$ cat config.mk
export PLATFORM = sky130hd
export DESIGN_NAME = instruction_fetch_flat
export DESIGN_NICKNAME = d
export VERILOG_FILES = /design/src/rtl/cpu_pkg.sv /design/src/rtl/instruction_fetch_if.sv /design/src/rtl/instr_fifo.sv /design/src/rtl/instruction_fetch.sv /design/src/flat_wrapper.sv
export SDC_FILE = /design/constraint.sdc
export NUM_CORES = 1
export LEC_CHECK = 0
export BUFFER_PORTS_ARGS = -buffer_cell sky130_fd_sc_hd__buf_2
export CELL_PAD_IN_SITES_DETAIL_PLACEMENT = 1
export CELL_PAD_IN_SITES_GLOBAL_PLACEMENT = 1
export CORE_ASPECT_RATIO = 1.75
export CORE_MARGIN = 2
export CORE_UTILIZATION = 44
export DETAILED_ROUTE_END_ITERATION = 8
export GPL_ROUTABILITY_DRIVEN = 0
export PLACE_DENSITY = 0.87
export SYNTH_ARGS = -nofsm -noshare
export SYNTH_HDL_FRONTEND = slang
export SYNTH_SLANG_ARGS = --single-unit
$ cat constraint.sdc
create_clock -name Clk -period 6.1 [get_ports Clk]
set_input_delay 0 -clock Clk [delete_from_list [all_inputs] [get_ports Clk]]
set_output_delay 0 -clock Clk [all_outputs]
set_load 0.05 [all_outputs]
$ cat src/rtl/cpu_pkg.sv
// Shared CPU front-end types: fetch FSM states, default bus widths and the
// instruction buffer entry layout.
package cpu_pkg;

    localparam int unsigned CPU_ADDR_W = 32;
    localparam int unsigned CPU_DATA_W = 32;

    typedef enum logic [1:0] {
        IDLE = 2'd0,
        REQ  = 2'd1,
        WAIT = 2'd2,
        DROP = 2'd3
    } fetch_state_e;

    typedef struct packed {
        logic [CPU_ADDR_W-1:0] pc;
        logic [CPU_DATA_W-1:0] instr;
    } fetch_entry_t;

endpackage

$ cat src/rtl/instruction_fetch_if.sv
// Fetch unit bundle: PC handshake, instruction memory request/response, flush
// and decode-side buffer head. The slave modport is the fetch unit's view.
interface instruction_fetch_if
    import cpu_pkg::*;
#(
    parameter int ADDR_W = CPU_ADDR_W,
    parameter int DATA_W = CPU_DATA_W
);
    logic [ADDR_W-1:0] PCInput;
    logic              PCValid;
    logic              PCReady;
    logic [ADDR_W-1:0] MemAddr;
    logic              MemReqValid;
    logic              MemReqReady;
    logic              MemRspValid;
    logic [DATA_W-1:0] MemRspData;
    logic              Flush;
    logic [DATA_W-1:0] Instr;
    logic [ADDR_W-1:0] InstrPC;
    logic              InstrValid;
    logic              InstrReady;

    modport slave (
        input  PCInput, PCValid, MemReqReady, MemRspValid, MemRspData, Flush, InstrReady,
        output PCReady, MemAddr, MemReqValid, Instr, InstrPC, InstrValid
    );

    modport master (
        output PCInput, PCValid, MemReqReady, MemRspValid, MemRspData, Flush, InstrReady,
        input  PCReady, MemAddr, MemReqValid, Instr, InstrPC, InstrValid
    );

endinterface

$ cat src/rtl/instr_fifo.sv
// DEPTH-entry synchronous instruction buffer holding {pc, instr} pairs.
// Clear wins over a same-cycle push or pop.
module instr_fifo
    import cpu_pkg::*;
#(
    parameter  int ADDR_W = CPU_ADDR_W,
    parameter  int DATA_W = CPU_DATA_W,
    parameter  int DEPTH  = 2,
    localparam int PTR_W  = $clog2(DEPTH),
    localparam int CNT_W  = PTR_W + 1
) (
    input  logic              Clk,
    input  logic              Reset,
    input  logic              push_i,
    input  logic [ADDR_W-1:0] push_pc_i,
    input  logic [DATA_W-1:0] push_instr_i,
    input  logic              pop_i,
    input  logic              clear_i,
    output logic [CNT_W-1:0]  count_o,
    output logic [ADDR_W-1:0] head_pc_o,
    output logic [DATA_W-1:0] head_instr_o
);

    logic [ADDR_W-1:0] pc_mem_q    [DEPTH];
    logic [DATA_W-1:0] instr_mem_q [DEPTH];
    logic [PTR_W-1:0]  wr_ptr_q;
    logic [PTR_W-1:0]  rd_ptr_q;
    logic [CNT_W-1:0]  count_q;

    // Pointers wrap naturally because DEPTH is a power of two.
    always_ff @(posedge Clk or posedge Reset) begin
        if (Reset) begin
            wr_ptr_q <= '0;
            rd_ptr_q <= '0;
            count_q  <= '0;
            for (int i = 0; i < DEPTH; i++) begin
                pc_mem_q[i]    <= '0;
                instr_mem_q[i] <= '0;
            end
        end else if (clear_i) begin
            wr_ptr_q <= '0;
            rd_ptr_q <= '0;
            count_q  <= '0;
        end else begin
            if (push_i) begin
                pc_mem_q[wr_ptr_q]    <= push_pc_i;
                instr_mem_q[wr_ptr_q] <= push_instr_i;
                wr_ptr_q              <= wr_ptr_q + 1'b1;
            end
            if (pop_i) begin
                rd_ptr_q <= rd_ptr_q + 1'b1;
            end
            case ({push_i, pop_i})
                2'b10:   count_q <= count_q + 1'b1;
                2'b01:   count_q <= count_q - 1'b1;
                default: count_q <= count_q;
            endcase
        end
    end

    assign count_o      = count_q;
    assign head_pc_o    = pc_mem_q[rd_ptr_q];
    assign head_instr_o = instr_mem_q[rd_ptr_q];

endmodule

$ cat src/rtl/instruction_fetch.sv
// Single-outstanding instruction fetch unit feeding decode through instr_fifo.
// Optional IFETCH_STALLCNT_EN adds a saturating decode-starvation counter.
module instruction_fetch
    import cpu_pkg::*;
#(
    parameter int ADDR_W = CPU_ADDR_W,
    parameter int DATA_W = CPU_DATA_W,
    parameter int DEPTH  = 2
) (
    input  logic                Clk,
    input  logic                Reset,
    instruction_fetch_if.slave  bus
`ifdef IFETCH_STALLCNT_EN
    ,
    output logic [15:0]         StallCount
`endif
);

    localparam int CNT_W = $clog2(DEPTH) + 1;
    localparam logic [CNT_W-1:0] DEPTH_C = CNT_W'(DEPTH);

    fetch_state_e      state_q, state_d;
    logic [ADDR_W-1:0] addr_q, addr_d;
    logic [ADDR_W-1:0] pc_q, pc_d;
    logic              req_q, req_d;
    logic              drop_q, drop_d;

    logic [CNT_W-1:0]  count_s;
    logic [ADDR_W-1:0] head_pc_s;
    logic [DATA_W-1:0] head_instr_s;
    logic              pc_ready_s;
    logic              accept_s;
    logic              push_s;
    logic              pop_s;
    logic              instr_valid_s;

    assign pc_ready_s    = (state_q == IDLE) && (count_s < DEPTH_C) && !bus.Flush;
    assign accept_s      = bus.PCValid && pc_ready_s;
    assign instr_valid_s = (count_s != '0);
    assign pop_s         = instr_valid_s && bus.InstrReady;

    always_ff @(posedge Clk or posedge Reset) begin
        if (Reset) begin
            state_q <= IDLE;
            addr_q  <= '0;
            pc_q    <= '0;
            req_q   <= 1'b0;
            drop_q  <= 1'b0;
        end else begin
            state_q <= state_d;
            addr_q  <= addr_d;
            pc_q    <= pc_d;
            req_q   <= req_d;
            drop_q  <= drop_d;
        end
    end

    // drop_q remembers a flush seen while the request is still waiting for grant.
    always_comb begin
        state_d = state_q;
        addr_d  = addr_q;
        pc_d    = pc_q;
        req_d   = req_q;
        drop_d  = drop_q;
        push_s  = 1'b0;
        case (state_q)
            IDLE: begin
                drop_d = 1'b0;
                if (accept_s) begin
                    addr_d  = {bus.PCInput[ADDR_W-1:2], 2'b00};
                    pc_d    = bus.PCInput;
                    req_d   = 1'b1;
                    state_d = REQ;
                end else begin
                    state_d = IDLE;
                end
            end
            REQ: begin
                if (bus.MemReqReady) begin
                    req_d   = 1'b0;
                    drop_d  = 1'b0;
                    state_d = (drop_q || bus.Flush) ? DROP : WAIT;
                end else begin
                    drop_d  = drop_q || bus.Flush;
                end
            end
            WAIT: begin
                if (bus.MemRspValid) begin
                    push_s  = 1'b1;
                    state_d = IDLE;
                end else if (bus.Flush) begin
                    state_d = DROP;
                end else begin
                    state_d = WAIT;
                end
            end
            DROP: begin
                if (bus.MemRspValid) begin
                    state_d = IDLE;
                end else begin
                    state_d = DROP;
                end
            end
            default: begin
                state_d = IDLE;
                req_d   = 1'b0;
                drop_d  = 1'b0;
            end
        endcase
    end

    instr_fifo #(
        .ADDR_W (ADDR_W),
        .DATA_W (DATA_W),
        .DEPTH  (DEPTH)
    ) u_fifo (
        .Clk          (Clk),
        .Reset        (Reset),
        .push_i       (push_s),
        .push_pc_i    (pc_q),
        .push_instr_i (bus.MemRspData),
        .pop_i        (pop_s),
        .clear_i      (bus.Flush),
        .count_o      (count_s),
        .head_pc_o    (head_pc_s),
        .head_instr_o (head_instr_s)
    );

    assign bus.PCReady     = pc_ready_s;
    assign bus.MemAddr     = addr_q;
    assign bus.MemReqValid = req_q;
    assign bus.Instr       = head_instr_s;
    assign bus.InstrPC     = head_pc_s;
    assign bus.InstrValid  = instr_valid_s;

`ifdef IFETCH_STALLCNT_EN
    logic [15:0] stall_cnt_q, stall_cnt_d;

    always_comb begin
        stall_cnt_d = stall_cnt_q;
        if (bus.InstrReady && !instr_valid_s && (stall_cnt_q != 16'hFFFF)) begin
            stall_cnt_d = stall_cnt_q + 16'd1;
        end else begin
            stall_cnt_d = stall_cnt_q;
        end
    end

    // Cleared by Reset only; a flush leaves the statistic intact.
    always_ff @(posedge Clk or posedge Reset) begin
        if (Reset) begin
            stall_cnt_q <= 16'd0;
        end else begin
            stall_cnt_q <= stall_cnt_d;
        end
    end

    assign StallCount = stall_cnt_q;
`endif

endmodule

$ cat src/flat_wrapper.sv
// flat-port wrapper written by rule: the top's interface ports become plain ports
module instruction_fetch_flat import cpu_pkg::*;
#(
    parameter int ADDR_W = CPU_ADDR_W,
    parameter int DATA_W = CPU_DATA_W,
    parameter int DEPTH  = 2
)
  (Clk, Reset, bus_PCInput, bus_PCValid, bus_MemReqReady, bus_MemRspValid, bus_MemRspData, bus_Flush, bus_InstrReady, bus_PCReady, bus_MemAddr, bus_MemReqValid, bus_Instr, bus_InstrPC, bus_InstrValid);
  instruction_fetch_if #(.ADDR_W(ADDR_W), .DATA_W(DATA_W)) bus_i ();
  input  logic Clk;
  input  logic Reset;
  input wire logic [$bits(bus_i.PCInput)-1:0] bus_PCInput;
  input wire logic [$bits(bus_i.PCValid)-1:0] bus_PCValid;
  input wire logic [$bits(bus_i.MemReqReady)-1:0] bus_MemReqReady;
  input wire logic [$bits(bus_i.MemRspValid)-1:0] bus_MemRspValid;
  input wire logic [$bits(bus_i.MemRspData)-1:0] bus_MemRspData;
  input wire logic [$bits(bus_i.Flush)-1:0] bus_Flush;
  input wire logic [$bits(bus_i.InstrReady)-1:0] bus_InstrReady;
  output wire logic [$bits(bus_i.PCReady)-1:0] bus_PCReady;
  output wire logic [$bits(bus_i.MemAddr)-1:0] bus_MemAddr;
  output wire logic [$bits(bus_i.MemReqValid)-1:0] bus_MemReqValid;
  output wire logic [$bits(bus_i.Instr)-1:0] bus_Instr;
  output wire logic [$bits(bus_i.InstrPC)-1:0] bus_InstrPC;
  output wire logic [$bits(bus_i.InstrValid)-1:0] bus_InstrValid;
  assign bus_i.PCInput = bus_PCInput;
  assign bus_i.PCValid = bus_PCValid;
  assign bus_i.MemReqReady = bus_MemReqReady;
  assign bus_i.MemRspValid = bus_MemRspValid;
  assign bus_i.MemRspData = bus_MemRspData;
  assign bus_i.Flush = bus_Flush;
  assign bus_i.InstrReady = bus_InstrReady;
  assign bus_PCReady = bus_i.PCReady;
  assign bus_MemAddr = bus_i.MemAddr;
  assign bus_MemReqValid = bus_i.MemReqValid;
  assign bus_Instr = bus_i.Instr;
  assign bus_InstrPC = bus_i.InstrPC;
  assign bus_InstrValid = bus_i.InstrValid;
  instruction_fetch #(.ADDR_W(ADDR_W), .DATA_W(DATA_W), .DEPTH(DEPTH)) u_core (.Clk(Clk), .Reset(Reset), .bus(bus_i));
endmodule
==> run summary <==
Max-cap violations: 0
first-pass GRT wire length: 29300 µm
hold_sp: bus_InstrReady
grt ovf: 0
Inst Count DP: 826
full die area: 0.0180 mm²
Clock transition at path regs: 0.06 ns
skew final: 0.0112 ns
Adder-Cell Fraction of Synth Area: 0
RSZ-0062 raised after global routing: no
maximum level of the CTS H-tree: 4
fin util: 0.577
fin nets: 760
Slowest-stage cell, CP: buf_4
Avg Inst Size Synth: 15.3 µm²
largest net degree at the start of global routing: 95
Final Hold Slack: 0.0387 ns
post-CTS setup buffers: 0
Post-synth EDFFs: 0
initial antenna violation count: 0
multi-input gate area in the final layout: 0.00277 mm²
worst reg2reg path startpoint: u_core.state_q[1]
Yosys top cell area share: 0.566
# DRC: 0
CTS root buffer: clkbuf_16
Post-CTS Resized: 0
Crit Path Max Fanout: 65
Initial Util: 0.452
CTS buffer count: 17
actual slew at the worst max-slew pin: 0.952 ns
Peak supply drop: 334 µV
Crit Path Class: reg2out
Post-DP HPWL: 10900 µm
Pre-antenna DRT Iters: 4
Post-synth ARST share: 1.00
post-route ant nets: 0
Leak: 4.63 nW
fraction of layout cells with a size suffix above 1: 0.611
CP cell instances: buf_4 -> mux2_2 -> buf_2
vias in the first global route: 5415
Final min period: 2.19 ns
number of setup violations in the final report: 0
worst slack, placed: 4.10 ns
top cells by area, synth: dfrtp_1, mux2_2, buf_4
Max stage delay on crit path: 0.72 ns
via density per instance: 5.03
Seq/Total Area, Yosys: 0.566
Slew Viols, Final: 0
IO Count: 170
Final Hold Viols: 0
min-delay worst type: in2reg
core area: 0.0164 mm²
Die H: 176 µm
status: completed
CP required: 6.10 ns
synth unique cells: 29
CP Capture Type: primary output
critical path launch point: u_core.u_fifo.rd_ptr_q
Layout fillers: 1651
final cell count without fillers: 926
compound-gate portion of the synthesized area: 0.00859
placed instance area: 0.00815 mm²
fmax: 0.457 GHz
Antenna diodes: 0
CTS Hold Bufs: 68
Worst Path Arrival: 2.19 ns
number of synthesized register bits: 168
P&R area growth vs syn: 27.7%
Clock Latency Late Sink: 0.42 ns
CTS Buffer Depth: 2
PortBufs: 167
Netlist Area Pre-Place: 0.00743 mm²
final setup margin: 3.91 ns
largest family of logic cells by synthesized area: multiplexers
total power draw: 5.51 mW
design area: 0.00949 mm²
multiplexer area fraction after synthesis: 0.339
predominant post-synthesis flop cell: dfrtp_1
P per Cell Area: 581 mW/mm²
Slew HR: 0.365
final setup TNS: 0 ns
Routed WL per cell: 20.1 µm
TritonCTS clock tree: yes
Register Area: 0.00421 mm²
count leader, synth: mux2_2
Post-Synth XOR/XNOR Area: 0.00236
Die X-Extent: 102 µm
Clock Sinks: 168
total global-route track usage: 0.216
largest area contributor in the netlist: dfrtp_1
crit start category: flip-flop
routed wire length: 18600 µm
FP Rows: 62
DR vias: 4654
period utilisation layout: 0.359
Commonest cells post-synth: mux2_2, dfrtp_1, buf_4, buf_6, buf_2
Simple-Gate Fraction of Synth Area: 0.0212
Yosys warnings: 0
Gate Count Post-Synth: 485
DR iter-0 viols: 81
[flip-flops by register name, summed over array words and instances (netlist names)]
signal	count
u_core.u_fifo.pc_mem_q	64
u_core.drop_q	1
u_core.u_fifo.count_o	2
u_core.pc_q	31
u_core.u_fifo.instr_mem_q	64
u_core.bus.MemReqValid	1
u_core.state_q	2
u_core.u_fifo.wr_ptr_q	1
u_core.bus.MemAddr	1
u_core.u_fifo.rd_ptr_q	1
[per-layer routing]
| metal | global-route usage | vias up | wire [µm] |
|---|---|---|---|
| met1 | 0.228 | 2396 | 6630 |
| met4 | 0.0989 | 0 | 607 |
| li1 | - | 2090 | - |
| met3 | 0.0394 | 38 | 684 |
| met2 | 0.404 | 130 | 10700 |
| met5 | 0 | - | 0 |
[cell families (layout without fill, tap and decap cells)]
family | after synthesis | after routing
multiplexers | 224 | 224
buffers and inverters | 60 | 276
other | 1 | 2
AO/OA/AOI/OAI | 10 | 10
flip-flops | 168 | 168
XOR/XNOR | 2 | 2
AND/OR/NAND/NOR | 20 | 20
[critical path: cells and delay by family, from the launching register on]
| family | cells | cell delay, ns |
|---|---|---|
| flip-flops | 1 | 0.34 |
| multiplexers | 1 | 0.45 |
| buffers and inverters | 2 | 0.94 |
[area by class of cell]
| class | instances | area share |
|---|---|---|
| Timing Repair Buffer | 241 | 0.165 |
| Inverter | 3 | 0.00171 |
| Sequential cell | 168 | 0.443 |
| Tap cell | 224 | 0.0295 |
| Clock inverter | 11 | 0.0204 |
| Multi-Input combinational cell | 258 | 0.292 |
| Clock buffer | 21 | 0.0485 |
[final timing paths]
path | endpoint | slack (ns) | cells after the start
setup / recovery | bus_InstrPC[12] | 3.91 | 3
hold / removal | u_core.u_fifo.count_o[1] | 0.04 | 3
setup reg to reg | u_core.pc_q[22] | 4.01 | 3
hold reg to reg | u_core.bus.MemReqValid | 0.49 | 2
max in group asynchronous | u_core.u_fifo.rd_ptr_q | 4.27 | 4
min in group asynchronous | u_core.pc_q[28] | 0.29 | 3
[cells in the final DEF, fill, tap and decap left out, drive strengths merged, types with 4 or more instances in the layout]
cell         netlist  final
mux2             224    224
buf               55    173
dfrtp            168    168
dlygate4sd3        0     68
clkbuf             2     21
nand2              6      6
bufinv             0      5
clkinvlp           0      4
nand3b             4      4
inv                3      4
[where the power goes]
part / switching (mW) / internal [mW] / total (mW)
combinational: 1.63 / 0.795 / 2.43
sequential: 0.318 / 1.57 / 1.88
clock: 0.445 / 0.750 / 1.20
total: 2.40 / 3.11 / 5.51
(Power assumes the default switching activity.)
